**src/rtl/melody_sequencer.sv**
```systemverilog
// Plays an 8-note C4..C5 scale on a piezo buzzer: per-note half-period divider,
// duration counter and IDLE/TONE/GAP playback FSM. Optional MELODY_TEMPO_EN adds a tempo port.
module melody_sequencer #(
  parameter int unsigned NOTE_CYC = 12500000,
  parameter int unsigned GAP_CYC  = 1000000,
  parameter int unsigned LOOP     = 0
) (
  input  logic       clk_50MHz,
  input  logic       reset_button,
  input  logic       start,
  input  logic       stop,
`ifdef MELODY_TEMPO_EN
  input  logic [1:0] tempo,
`endif
  output logic       buzzer,
  output logic       busy,
  output logic [2:0] note_idx,
  output logic       done
);

  typedef enum logic [1:0] {IDLE, TONE, GAP} state_t;

  localparam logic [31:0] NOTE_LAST = 32'(NOTE_CYC - 1);
  localparam logic [31:0] GAP_LAST  = 32'(GAP_CYC - 1);

  state_t      state;
  logic [16:0] tone_cnt;
  logic [31:0] dur_cnt;
  logic [31:0] tone_last;

  function automatic logic [16:0] half_period(input logic [2:0] idx);
    logic [16:0] n;
    case (idx)
      3'd0:    n = 17'd95554;
      3'd1:    n = 17'd85131;
      3'd2:    n = 17'd75842;
      3'd3:    n = 17'd71585;
      3'd4:    n = 17'd63775;
      3'd5:    n = 17'd56817;
      3'd6:    n = 17'd50618;
      default: n = 17'd47777;
    endcase
    return n;
  endfunction

`ifndef MELODY_TEMPO_EN
  assign tone_last = NOTE_LAST;
`endif

  always_ff @(posedge clk_50MHz) begin
    if (reset_button) begin
      state    <= IDLE;
      buzzer   <= 1'b0;
      busy     <= 1'b0;
      note_idx <= '0;
      done     <= 1'b0;
      tone_cnt <= '0;
      dur_cnt  <= '0;
`ifdef MELODY_TEMPO_EN
      tone_last <= NOTE_LAST;
`endif
    end else begin
      done <= 1'b0;
      if (stop) begin
        state    <= IDLE;
        buzzer   <= 1'b0;
        busy     <= 1'b0;
        note_idx <= '0;
        tone_cnt <= '0;
        dur_cnt  <= '0;
      end else begin
        case (state)
          IDLE: begin
            buzzer <= 1'b0;
            busy   <= 1'b0;
            if (start) begin
              state    <= TONE;
              busy     <= 1'b1;
              note_idx <= '0;
              tone_cnt <= '0;
              dur_cnt  <= '0;
`ifdef MELODY_TEMPO_EN
              // Tempo is captured once per melody so later changes cannot stretch a note midway.
              tone_last <= (32'(NOTE_CYC) << tempo) - 32'd1;
`endif
            end
          end
          TONE: begin
            if (dur_cnt == tone_last) begin
              state    <= GAP;
              buzzer   <= 1'b0;
              dur_cnt  <= '0;
              tone_cnt <= '0;
            end else begin
              dur_cnt <= dur_cnt + 32'd1;
              if (tone_cnt == half_period(note_idx)) begin
                tone_cnt <= '0;
                buzzer   <= ~buzzer;
              end else begin
                tone_cnt <= tone_cnt + 17'd1;
              end
            end
          end
          GAP: begin
            buzzer <= 1'b0;
            if (dur_cnt == GAP_LAST) begin
              dur_cnt  <= '0;
              tone_cnt <= '0;
              if (note_idx != 3'd7) begin
                note_idx <= note_idx + 3'd1;
                state    <= TONE;
              end else if (LOOP != 0) begin
                note_idx <= '0;
                state    <= TONE;
              end else begin
                note_idx <= '0;
                state    <= IDLE;
                busy     <= 1'b0;
                done     <= 1'b1;
              end
            end else begin
              dur_cnt <= dur_cnt + 32'd1;
            end
          end
          default: begin
            state  <= IDLE;
            buzzer <= 1'b0;
            busy   <= 1'b0;
          end
        endcase
      end
    end
  end

endmodule

```
**config.mk**
```make
export PLATFORM = sky130hd
export DESIGN_NAME = melody_sequencer
export DESIGN_NICKNAME = d
export VERILOG_FILES = /design/src/rtl/melody_sequencer.sv
export SDC_FILE = /design/constraint.sdc
export NUM_CORES = 1
export LEC_CHECK = 0
export BUFFER_PORTS_ARGS = -buffer_cell sky130_fd_sc_hd__buf_2
export CAP_MARGIN = 40
export CELL_PAD_IN_SITES_DETAIL_PLACEMENT = 1
export CELL_PAD_IN_SITES_GLOBAL_PLACEMENT = 1
export CORE_ASPECT_RATIO = 1.25
export CORE_MARGIN = 3
export CORE_UTILIZATION = 46
export DETAILED_ROUTE_END_ITERATION = 7
export HOLD_SLACK_MARGIN = 0.05
export PLACE_DENSITY_LB_ADDON = 0.1
export RECOVER_POWER = 100
export SLEW_MARGIN = 20
export SYNTH_ARGS = -nofsm -noshare
export SYNTH_HDL_FRONTEND = slang
export SYNTH_SLANG_ARGS = --single-unit
```
**constraint.sdc**
```tcl
create_clock -name clk_50MHz -period 7.8 [get_ports clk_50MHz]
set_input_delay 0.78 -clock clk_50MHz [delete_from_list [all_inputs] [get_ports clk_50MHz]]
set_output_delay 0.78 -clock clk_50MHz [all_outputs]
set_load 0.05 [all_outputs]
```
==> run metrics <==
clk_lat worst skew 0.33 ns; Critical R2R Capture tone_cnt[3]; global-route wire length before repair 15000 um; placed cell area 3490 sq um; cell area after synthesis 3430 sq um; worst reg2reg path startpoint note_idx[2]; post-DP HPWL 6450 um; fin. max-slew vios 18; Setup Buffers After CTS 0; Longest Clk Path Bufs 2; flops & latches, synth 57; commonest cells after routing, fill and taps aside nor2_1, dfxtp_1, nand2_1, nand3_1, a21oi_1; critical setup path kind register to register; number of global-route vias before repair 3194; IO buf count 9; crit-path most repeated cell nor2_1; via count 3090; WL per Instance 17.0 um; Mean Syn Cell Area 8.08 sq um; RSZ-0062 raised after global routing false; largest net degree at the start of global routing 28; pwr dens 169 nW/um^2; crit-path max cell delay 1.49 ns; Async S/R FF share, synth 0; Yosys cell types 56; final wirelength 8880 um; Initial Utilization 0.482; initial antenna violation count 0; failing checks max-capacitance violations, max-slew violations; # hold bufs at CTS 0; Inserted Clock Buffers 9; FP Rows 34; setup tns final 0 ns; Post-CTS Resized 0; crit path max fanout 25; Iter 0 DRT Violations 77; kind of cell adding the most delay to the critical path compound AO/OA/AOI/OAI gates; Post-synth EDFFs 0; 1st-pass router iterations 4; minimum clock period 5.17 ns; worst reg-to-reg path cell count 10; ys flop type dfxtp_1; Worst EP required 8.03 ns; CP max-delay cell o31ai_1; antenna-violating nets left 0; clk slew on worst S/H paths 0.07 ns; Die Y 103 um; root buf cell clkbuf_8; CP arrival 5.40 ns; Reg2Reg Setup Slack 2.63 ns; Final GP Congestion 0.791; antenna cell count 0; CTS Sinks 57; Syn Nets 441; io pins 10; Syn. warnings 0; Tot Pwr 616 uW; area of the multi-input gates 2110 sq um; worst relative slew slack -0.236; htree depth 3; final non-filler cell area 3650 sq um; Mapped Cells 424; Setup crit start kind register; Tcrit/Tclk final 0.663; Die W 83.2 um; LEAKAGE 0.00131 uW; layout cells sized above 1 0.0603; grt ovf 0; Tightest Pin Transition 1.84 ns; hold crit path type register to register; Filler cells 897; max-cap viol count 1; sequential-to-total area share from yosys stat 0.333; P&R area growth vs syn 6.43%; Max Freq 193 MHz; Worst Hold Endpoint busy; Core ar. 7100 sq um; FF+latch area 1140 sq um; Total GRT Usage 0.217; final hold vios 0; Hold Path Stages 2; vias per cell 5.93; cells along the critical path inv_1 -> ha_1 -> nor2_1 -> o21ai_0 -> xor2_1 -> a2111oi_0 -> nand4_1 -> o31ai_1 -> nor2_1 -> a221o_1; worst ir drop on vdd 97.4 uV; # DRC 0; Final #Nets 444; outcome finished, violations left; endpoint class of the critical path register; final setup violation count 0; clk_skew 0.0112 ns; WP buf/inv 1; TritonCTS clock tree built; hold path startpoint busy; Die ar. 8530 sq um; most common cell after layout, fill and taps aside nor2_1
[worst reg2reg max path, stage by stage, from the launching register on]
cell and delay, ns:
dfxtp_1 0.81, inv_1 0.23, ha_1 0.41, nor2_1 0.26, o21ai_0 0.15, xor2_1 0.16, a2111oi_0 0.33, nand4_1 0.17
o31ai_1 1.49, nor2_1 0.63, a221o_1 0.44
[synthesized netlist by cell type (3+ instances only)]
| library cell | count | area, sq um |
|---|---|---|
| nor4_1 | 6 | 37.5 |
| a31oi_1 | 3 | 18.8 |
| nor4_2 | 3 | 37.5 |
| nand2_1 | 32 | 120 |
| nand4_1 | 10 | 62.6 |
| a211o_1 | 3 | 26.3 |
| or3_1 | 4 | 25.0 |
| xnor2_1 | 13 | 114 |
| and3_1 | 14 | 87.6 |
| nand3_1 | 22 | 110 |
| buf_2 | 9 | 45.0 |
| nor2_1 | 62 | 233 |
| dfxtp_1 | 57 | 1140 |
| o21ai_1 | 10 | 50.1 |
| nor3_1 | 15 | 75.1 |
| a22oi_1 | 3 | 22.5 |
| clkbuf_1 | 5 | 18.8 |
| ha_1 | 13 | 163 |
| nor4bb_1 | 3 | 30.0 |
| a21oi_1 | 19 | 95.1 |
| nand2b_1 | 5 | 31.3 |
| o21ai_0 | 10 | 50.1 |
| o31ai_1 | 3 | 22.5 |
| a22o_1 | 14 | 123 |
| xor2_1 | 17 | 149 |
| mux2i_1 | 6 | 60.1 |
| inv_1 | 11 | 41.3 |
| nor2b_1 | 13 | 81.3 |
[flip-flops by register name, summed over array words and instances (netlist names)]
register and flops:
dur_cnt 32, state 2, buzzer 1, done 1, busy 1, tone_cnt 17, note_idx 3
[routing by layer]
metal  track usage  routed length [um]  up-vias  share of wire
met5             0                   0        -              0
met4        0.0843                 179        0          0.020
met3        0.0440                 157       17          0.018
met2         0.422                4790       28           0.54
met1         0.231                3760     1515           0.42
li1              -                   -     1530              -
[where the power goes]
part / switching, uW / internal, uW
sequential: 1.71 / 292
combinational: 25.5 / 12.2
clock: 121 / 163
total: 149 / 468
[final cells by class]
class,instances,area share
repair buffers,10,0.0117
clock inverters,4,0.0144
clock buffers,11,0.0415
flip-flops and latches,57,0.313
inverters,11,0.0113
multi-input cells,338,0.577
well taps,90,0.0309
[metrics by stage]
step	hold slack [ns]	utilization	worst slack [ns]	std cells
2_1_floorplan	0.473	-	4.51	424
3_3_place_gp	0.454	0.491	3.99	505
3_5_place_dp	0.468	0.491	3.94	505
4_1_cts	0.478	0.520	3.94	520
5_1_grt	0.497	0.513	2.03	521
6_report	0.473	0.513	2.63	521
[worst max path at each step]
stage,startpoint,to,slack (ns),depth (start not counted)
floorplan,note_idx[0],tone_cnt[14],4.51,11
CTS,note_idx[2],tone_cnt[3],3.94,9
global route,note_idx[2],tone_cnt[3],2.03,10
global placement,note_idx[2],tone_cnt[3],3.99,9
detailed placement,note_idx[2],tone_cnt[3],3.94,9
finish,note_idx[2],tone_cnt[3],2.63,10
[kinds of logic (layout without fill, tap and decap cells)]
family          count (synthesis)  count (layout)  synth area share
compound gates                 81              81             0.171
xor+xnor                       30              30            0.0767
fa+ha+maj                      13              13            0.0475
buf+inv                        29              36            0.0394
flops                          57              57             0.333
mux                             6               6            0.0175
simple gates                  208             208             0.315
No activity file was read; power rests on OpenSTA's default activity.
